## config.mk

```make
export PLATFORM = sky130hd
export DESIGN_NAME = instr_fetch
export DESIGN_NICKNAME = d
export VERILOG_FILES = /design/src/rtl/fetch_pkg.sv /design/src/rtl/fetch_queue.sv /design/src/rtl/instr_fetch.sv
export SDC_FILE = /design/constraint.sdc
export NUM_CORES = 1
export LEC_CHECK = 0
export ABC_AREA = 1
export CAP_MARGIN = 20
export CORE_ASPECT_RATIO = 1.4
export CORE_MARGIN = 1
export CORE_UTILIZATION = 40
export CTS_CLUSTER_DIAMETER = 30
export CTS_CLUSTER_SIZE = 24
export DETAILED_ROUTE_END_ITERATION = 10
export PLACE_DENSITY = 0.65
export REMOVE_ABC_BUFFERS = 1
export SYNTH_ARGS = -nofsm -noshare
export SYNTH_HDL_FRONTEND = slang
export SYNTH_SLANG_ARGS = --single-unit
```

## constraint.sdc

```tcl
create_clock -name clk_in -period 9.05 [get_ports clk_in]
set_input_delay 1.81 -clock clk_in [delete_from_list [all_inputs] [get_ports clk_in]]
set_output_delay 1.81 -clock clk_in [all_outputs]
set_load 0.005 [all_outputs]
```

## src/rtl/fetch_pkg.sv

```systemverilog
// fetch_pkg: shared types and constants for the instruction-fetch stage.
//   XLEN          - architectural word width carried in queue entries
//   NOP_INSTR     - canonical RISC-V nop (addi x0, x0, 0)
//   INSTR_BYTES   - fetch stride in bytes
//   fetch_entry_t - queued {pc, instr} pair
//   fetch_state_e - status FSM: RUN (no stale responses) / DRAIN (discarding)
//   word_align    - clears the byte-offset bits of an address
package fetch_pkg;

  localparam int XLEN = 32;
  localparam logic [XLEN-1:0] NOP_INSTR = 32'h0000_0013;
  localparam int INSTR_BYTES = 4;

  typedef struct packed {
    logic [XLEN-1:0] pc;
    logic [XLEN-1:0] instr;
  } fetch_entry_t;

  typedef enum logic {
    RUN   = 1'b0,
    DRAIN = 1'b1
  } fetch_state_e;

  function automatic logic [XLEN-1:0] word_align(input logic [XLEN-1:0] addr);
    return addr & ~XLEN'(3);
  endfunction

endpackage

```

## src/rtl/fetch_queue.sv

```systemverilog
// fetch_queue: synchronous FIFO of fetch_entry_t between memory responses and decode.
//   clk_in, rst_in - clock, asynchronous active-low reset (pointers only)
//   flush          - empties the queue; overrides push and pop in the same cycle
//   push, push_entry - write one entry at the tail
//   pop            - remove the head (caller only pops when count != 0)
//   count          - number of valid entries, 0..DEPTH
//   head           - entry at the head (meaningless when count == 0)
module fetch_queue
  import fetch_pkg::*;
#(
  parameter int DEPTH = 4,
  localparam int PTR_W = $clog2(DEPTH)
) (
  input  logic         clk_in,
  input  logic         rst_in,
  input  logic         flush,
  input  logic         push,
  input  fetch_entry_t push_entry,
  input  logic         pop,
  output logic [PTR_W:0] count,
  output fetch_entry_t head
);

  localparam logic [PTR_W:0] PTR_ONE = {{PTR_W{1'b0}}, 1'b1};

  fetch_entry_t   mem [DEPTH];
  logic [PTR_W:0] wr_ptr;
  logic [PTR_W:0] rd_ptr;

  // Pointers carry one extra wrap bit so full and empty are distinguishable.
  always_ff @(posedge clk_in or negedge rst_in) begin
    if (!rst_in) begin
      wr_ptr <= '0;
      rd_ptr <= '0;
    end else if (flush) begin
      wr_ptr <= '0;
      rd_ptr <= '0;
    end else begin
      if (push) wr_ptr <= wr_ptr + PTR_ONE;
      if (pop)  rd_ptr <= rd_ptr + PTR_ONE;
    end
  end

  always_ff @(posedge clk_in) begin
    if (push && !flush) mem[wr_ptr[PTR_W-1:0]] <= push_entry;
  end

  assign count = wr_ptr - rd_ptr;
  assign head  = mem[rd_ptr[PTR_W-1:0]];

endmodule

```

## src/rtl/instr_fetch.sv

```systemverilog
// instr_fetch: decoupled instruction-fetch stage feeding decode.
//   clk_in, rst_in            - clock, asynchronous active-low reset
//   imem_req_valid_out/ready_in, imem_addr_out - word request channel to imem
//   imem_resp_valid_in, imem_resp_data_in      - in-order responses
//   redirect_in, redirect_pc_in               - flush and refetch from a new PC
//   Instr_valid_out/ready_in, Instr_out, PC_out - queue head towards decode
// Requests are credit-limited (outstanding + queued < DEPTH) so every response
// always has a queue slot. Responses still in flight at a redirect are counted
// in discard_cnt and dropped on arrival.
module instr_fetch
  import fetch_pkg::*;
#(
  parameter int               WIDTH    = 32,
  parameter int               DEPTH    = 4,
  parameter logic [WIDTH-1:0] RESET_PC = '0
) (
  input  logic             clk_in,
  input  logic             rst_in,
  output logic             imem_req_valid_out,
  input  logic             imem_req_ready_in,
  output logic [WIDTH-1:0] imem_addr_out,
  input  logic             imem_resp_valid_in,
  input  logic [WIDTH-1:0] imem_resp_data_in,
  input  logic             redirect_in,
  input  logic [WIDTH-1:0] redirect_pc_in,
  output logic             Instr_valid_out,
  input  logic             Instr_ready_in,
  output logic [WIDTH-1:0] Instr_out,
  output logic [WIDTH-1:0] PC_out
);

  localparam int CNT_W = $clog2(DEPTH) + 1;
  localparam logic [CNT_W-1:0] CNT_ONE = {{(CNT_W-1){1'b0}}, 1'b1};
  localparam logic [CNT_W:0]   CREDITS = (CNT_W+1)'(DEPTH);
  localparam logic [WIDTH-1:0] PC_STEP = WIDTH'(INSTR_BYTES);

  logic [WIDTH-1:0] fetch_pc;
  logic [WIDTH-1:0] resp_pc;
  logic [CNT_W-1:0] outstanding;
  logic [CNT_W-1:0] discard_cnt;
  logic [CNT_W-1:0] discard_nxt;
  logic [CNT_W-1:0] q_count;
  fetch_state_e     state;
  logic [WIDTH-1:0] target_pc;
  logic             req_fire;
  logic             resp_ok;
  logic             resp_drop;
  logic             q_valid;
  logic             q_push;
  logic             q_pop;
  fetch_entry_t     push_entry;
  fetch_entry_t     q_head;

  assign target_pc = word_align(redirect_pc_in);

  // Request path depends only on counters, reset and redirect, never on ready.
  assign imem_req_valid_out = rst_in && !redirect_in &&
                              (({1'b0, outstanding} + {1'b0, q_count}) < CREDITS);
  assign imem_addr_out = fetch_pc;
  assign req_fire      = imem_req_valid_out && imem_req_ready_in;

  // A response with nothing outstanding is a protocol error and is ignored.
  assign resp_ok   = imem_resp_valid_in && (outstanding != '0);
  assign resp_drop = resp_ok && (state == DRAIN);

  assign q_valid = (q_count != '0);
  assign q_push  = resp_ok && !resp_drop && !redirect_in;
  assign q_pop   = q_valid && Instr_ready_in && !redirect_in;

  assign push_entry = '{pc: resp_pc, instr: imem_resp_data_in};

  // Stale responses from an earlier redirect are already part of outstanding,
  // so after a redirect everything still in flight is to be discarded.
  always_comb begin
    discard_nxt = discard_cnt;
    if (redirect_in)
      discard_nxt = outstanding - (resp_ok ? CNT_ONE : '0);
    else if (resp_drop)
      discard_nxt = discard_cnt - CNT_ONE;
  end

  always_ff @(posedge clk_in or negedge rst_in) begin
    if (!rst_in) begin
      fetch_pc    <= RESET_PC;
      resp_pc     <= RESET_PC;
      outstanding <= '0;
      discard_cnt <= '0;
      state       <= RUN;
    end else begin
      case ({req_fire, resp_ok})
        2'b10:   outstanding <= outstanding + CNT_ONE;
        2'b01:   outstanding <= outstanding - CNT_ONE;
        default: outstanding <= outstanding;
      endcase
      discard_cnt <= discard_nxt;
      state       <= (discard_nxt != '0) ? DRAIN : RUN;
      if (redirect_in) begin
        fetch_pc <= target_pc;
        resp_pc  <= target_pc;
      end else begin
        if (req_fire) fetch_pc <= fetch_pc + PC_STEP;
        if (q_push)   resp_pc  <= resp_pc + PC_STEP;
      end
    end
  end

  fetch_queue #(.DEPTH(DEPTH)) u_queue (
    .clk_in     (clk_in),
    .rst_in     (rst_in),
    .flush      (redirect_in),
    .push       (q_push),
    .push_entry (push_entry),
    .pop        (q_pop),
    .count      (q_count),
    .head       (q_head)
  );

  assign Instr_valid_out = q_valid;
  assign Instr_out       = q_valid ? q_head.instr : '0;
  assign PC_out          = q_valid ? q_head.pc    : '0;

endmodule

```

* Word-level counts from Yosys, hierarchy flattened
Memories as Yosys holds them, arrays and structs flattened.
Cells that the tools add are included.
** Word-level totals
- Bits in registers :: 77
- Memory bits (writable) :: 256
- Input bits :: 70
- Word-level logic and storage cells :: 57
- Memories kept :: 1
** Operators by class
- $add $sub $neg :: 10
- Order comparisons :: 1
- Equal/unequal tests :: 2
- Mux-type cells :: 17
- Reductions and logical operators :: 19
** Memories
- u_queue.mem :: words 4, width 64, rd ports 1, clocked after memory_dff 0, wr ports 1, line fetch_queue.sv:26 : fetch_entry_t mem [DEPTH];
** Operator list (number)
- $mux 32 :: 6
- $add 32x3->32 const B :: 2
- $mux 3 :: 6
- $logic_and 1x1->1 :: 10
- $add 3x1->3 const B :: 3
- $reduce_bool 3->1 :: 3
- $reduce_bool 2->1 :: 4
- $pmux 3 s2 :: 1
- $sub 3x1->3 const B :: 2
- $add 3x3->4 :: 1
- $lt 4x3->1 const B :: 1
- $mux 1 :: 4
- $sub 3x1->3 :: 1
- $sub 3x3->3 :: 1
- $eq 2x1->1 const B :: 1
- $eq 2x2->1 const B :: 1
- $logic_not 1->1 :: 2

* Depth between registers and ports, before layout
- Depth in word-level cells :: 9
- Gate-level depth with buffers :: 18
- Mapped depth without buffers :: 18

* Cells and area by module
A second synthesis with hierarchy kept.
** Unflattened totals
- Cell total of the unflattened synthesis :: 1919
- Area, all modules :: 16442.0 µm²
** By module, submodules not included
- fetch_queue :: instances 1, cells an instance 1060, area an instance 11140.7 µm², seq. area each 7837.5 µm²
- instr_fetch :: instances 1, cells an instance 859, area an instance 5301.3 µm², seq. area each 1676.6 µm²

* Worst setup path after synthesis
Ideal clock, no wire load.
- Path type :: input to register
- From :: input port redirect_in
- To :: memory u_queue.mem[0][0] (netlist name) (enable)
- Setup time :: 0.482 ns
- Arrival time :: 4.844 ns
- Required time :: 8.568 ns
- Setup slack :: 3.724 ns
- Stages :: 4
- Path buffers :: 1
- Path through :: buf_2 -> nor2_4 -> inv_2 -> nor2_1
** On the way
- Cells in the longest elaborated chain, start to end :: 5
** Ends and longest elaborated chain
- start, declared :: line instr_fetch.sv:24 : input logic redirect_in,
- $logic_not 1->1 (*) :: line fetch_queue.sv:45, instr_fetch.sv:67
- $logic_and 1x1->1 :: line instr_fetch.sv:67 : assign q_push = resp_ok && !resp_drop && !redirect_in;
- $logic_and 1x1->1 (*) :: line fetch_queue.sv:45 : if (push && !flush) mem[wr_ptr[PTR_W-1:0]] <= push_entry;
- $mux 1 (*) :: line fetch_queue.sv:45
- $mux 1 (implied by the code) (*) :: line fetch_queue.sv:45
- end, declared :: line fetch_queue.sv:26
Every way passes the cells marked *; elsewhere a longest branch is shown, timed or not.

* Worst setup path after layout
- From :: input port redirect_in
- To :: output port imem_req_valid_out
** On the way
- Cells in the longest elaborated chain, start to end :: 3
** Ends and longest elaborated chain
- $logic_not 1->1 :: line instr_fetch.sv:57 : assign imem_req_valid_out = rst_in && !redirect_in &&
- $logic_and 1x1->1 (2 in a row) :: line instr_fetch.sv:57
- end, declared :: line instr_fetch.sv:19 : output logic imem_req_valid_out,
Every way passes these cells.

==> summary.md <==
| Metric | Value |
|---|---|
| Outcome | `finished, final reports clean` |
| CTS Sinks | `around 320` |
| Rows | `about 80` |
| Layout cells sized above 1 | `~8.5%` |
| Post-Syn Area per Cell | `10.0 um^2` |
| Synth area leader | `edfxtp_1` |
| Max Slew Vio Count | `0` |
| Startpoint types | `input port` |
| Iter 0 DRT Violations | `691` |
| Hold_ws | `0.485 ns` |
| Post-synth EDFFs | `approximately 250` |
| Initial Utilization | `between 40% and 50%` |
| Gr usage total | `about a fifth` |
| Final ANT Viol Nets | `0` |
| Vias/cell | `between 5 and 6` |
| CP Class | `input port to output port` |
| Multi-input gate area | `~4500 um^2` |
| Fin Clk Skew | `~0.029 ns` |
| Die area | `between 30000 and 40000 um^2` |
| Final net count | `about 1.7k` |
| CTS tree | `done` |
| Worst setup path endpoint | `imem_req_valid_out` |
| I/O Buffers | `161` |
| Post-Route Utilization | `around half` |
| Setup-failing EPs final | `0` |
| Critical Path Fanout Max | `a little over 40` |
| Largest cells by area after synthesis | `edfxtp_1 (51%), dfrtp_1 (12%), nand2_1 (7.2%)` |
| FF/Latch Area | `9280 um^2` |
| Global-route wire length before repair | `approximately 57000 um` |
| Peak supply drop | `between 200 and 250 uV` |
| Leakage | `roughly 7.4 nW` |
| # IOs | `about 170` |
| Crit end category | `output port` |
| Cells after Synth | `about 1.5k` |
| Cell Area, Synth | `14700 um^2` |
| Final Hold Fails | `0` |
| Sum of negative setup slack | `0 ns` |
| Initial antenna violation count | `0` |
| Async set-reset flop share out of synthesis | `22.7%` |
| Die width | `164 um` |
| Die Y | `229 um` |
| Number of diodes | `0` |
| Max Clock Freq | `~180 MHz` |
| Post-CTS Resized | `0` |
| Routed wire per std cell | `between 15 and 20 um` |
| H-tree lvl count | `2` |
| Register area share after synthesis | `around 63%` |
| Final Cycle Share | `a little over three fifths` |
| Worst reg2reg path depth | `17` |
| Yosys warning count | `0` |
| RR Startpoint | `u_queue.rd_ptr[0]$_DFFE_PN0P_` |
| Synthesis-stage register bit count | `between 300 and 400` |
| Largest net degree at the start of global routing | `90` |
| Unrepaired setup endpoints after global routing | `no` |
| Core Footprint | `~36000 um^2` |
| Initial DRT Pass Iterations | `5` |
| Gr ovfl total | `0` |
| Crit path DAT | `3.89 ns` |
| Max-Cap Viols | `0` |
| Count leader, synth | `nand2_1` |
| Placer Congestion | `between 0.9 and 1` |
| Min-delay worst type | `flip-flop to flip-flop` |
| RR Endpoint | `outstanding[2]$_DFFE_PN0P_` |
| Worst slew pin tran | `roughly 1 ns` |
| Slew margin rel. | `between 30 and 40%` |
| CTS hold repair buffers | `0` |
| Critical path startpoint | `redirect_in` |
| Synth cell count leaders | `nand2_1 (282), edfxtp_1 (248), nor2_1 (195)` |
| Root Buffer Master | `clkbuf_16` |
| Hold depth | `1` |
| DRC Markers | `0` |
| HPWL Detailed | `21700 um` |
| Max Root-Sink Buffers | `3` |
| Clock period minus worst slack | `5.70 ns` |
| CTS buffer count | `51` |
| Skew-Pair Late Insertion Delay | `between 0.5 and 0.6 ns` |
| Synth-to-Final Area Change | `25.9%` |
| R2r setup slk | `roughly 5.5 ns` |
| Critical path required time | `between 7 and 8 ns` |
| Yosys cell types | `35` |
| Final wirelength | `approximately 36000 um` |
| Synth Flop Type | `edfxtp_1` |
| PD cells | `296 nW/um^2` |
| Vias after detailed routing | `about 11k` |
| Vias in the first global route | `10.9k` |
| Fill count | `roughly 3.2k` |
| Inst Count DP | `about 2.0k` |
| Clock transition at path regs | `around 0.050 ns` |
| Total setup buffers inserted after CTS | `0` |
| Synth top area share | `50.8%` |
| Fin cells | `around 2.1k` |
-- flip-flops by register name, indices dropped and copies added, names as in the netlist --
signal          cells
resp_pc            30
discard_cnt         3
u_queue.rd_ptr      3
imem_addr_out      30
state               1
u_queue.wr_ptr      3
u_queue.mem       248
outstanding         3
-- layer usage --
| metal | GRT usage [%] | vias up | part of all wire (%) |
|---|---|---|---|
| met2 | 34.1 | 340 | 50 |
| li1 | - | 5316 | - |
| met1 | 24.3 | 5313 | 42 |
| met5 | 0 | - | 0 |
| met3 | 2.81 | 76 | 4.7 |
| met4 | 7.81 | 0 | 3.3 |
-- kinds of logic after synthesis --
family | after synthesis | synth area share (%)
AND/OR/NAND/NOR | 607 | 17.3
flip-flops | 321 | 63.2
AO/OA/AOI/OAI | 260 | 9.75
buffers and inverters | 234 | 6.55
XOR/XNOR | 29 | 1.73
adder cells (fa/ha/maj) | 16 | 1.47
other | 1 | 0.0256
-- per-stage QoR --
| stage | cell area [um^2] | setup WS (ns) | total power [mW] |
|---|---|---|---|
| global placement | 16700 | 3.35 | 3.51 |
| floorplan | 14400 | 2.11 | 2.67 |
| finish | 18500 | 3.35 | 5.47 |
| CTS | 18500 | 3.33 | 5.53 |
| global route | 18500 | 3.23 | 5.80 |
| detailed placement | 16700 | 3.35 | 3.55 |
-- placed cells by master (no fill, tap or decap), types with 2 or more instances in the layout --
cell             count
edfxtp_1           248
bufinv_16            5
a31oi_1              4
clkinv_2             5
nor3_1               9
o21bai_1             4
inv_8                2
clkinv_1             4
conb_1               4
clkinvlp_4           7
clkinv_4             5
nor2_4               9
clkdlybuf4s50_1    160
nor2_2               6
inv_1              159
ha_1                14
a21oi_1             19
nand3_2              2
inv_2                8
nand4_1             15
nand2_2              6
clkinv_8             4
xnor2_1             10
dfrtp_1             71
xor2_1              19
nand3_1             84
o211ai_1            13
o21ai_0            155
buf_4               12
nand2_1            281
nor2_1             191
inv_6               11
o22ai_1             62
clkbuf_16           52
fa_1                 2
o21ai_1              2
nand2_4              2
-- where the power goes --
part           internal (mW)  switching (mW)
clock                   1.23           0.740
sequential              1.72           0.148
combinational          0.769           0.866
total                   3.72            1.75
-- worst min-delay path by stage --
stage	slack, ns	to	start
after floorplan	0.45	u_queue.wr_ptr[2]$_DFFE_PN0N_	u_queue.wr_ptr[2]$_DFFE_PN0N_
after global placement	0.48	u_queue.wr_ptr[2]$_DFFE_PN0N_	u_queue.wr_ptr[2]$_DFFE_PN0N_
after detailed placement	0.48	u_queue.wr_ptr[2]$_DFFE_PN0N_	u_queue.wr_ptr[2]$_DFFE_PN0N_
after CTS	0.49	u_queue.wr_ptr[2]$_DFFE_PN0N_	u_queue.wr_ptr[2]$_DFFE_PN0N_
after global routing	0.54	outstanding[0]$_DFFE_PN0P_	outstanding[0]$_DFFE_PN0P_
final	0.49	u_queue.wr_ptr[2]$_DFFE_PN0N_	u_queue.wr_ptr[2]$_DFFE_PN0N_
-- critical path, cell delays in order --
cell and delay [ns]:
clkdlybuf4s50_1 0.39, buf_4 0.28, inv_2 0.53, nand2_1 0.18, nor2_4 0.17, clkdlybuf4s50_1 0.51
-- area by class of cell --
cell class | instances | area share (%)
Clock buffer | 54 | 7.14
Clock inverter | 42 | 2.52
Inverter | 168 | 3.42
Timing Repair Buffer | 174 | 9.29
Multi-Input combinational cell | 916 | 24.3
Sequential cell | 321 | 50.2
Tap cell | 462 | 3.13
(Power assumes the default switching activity.)
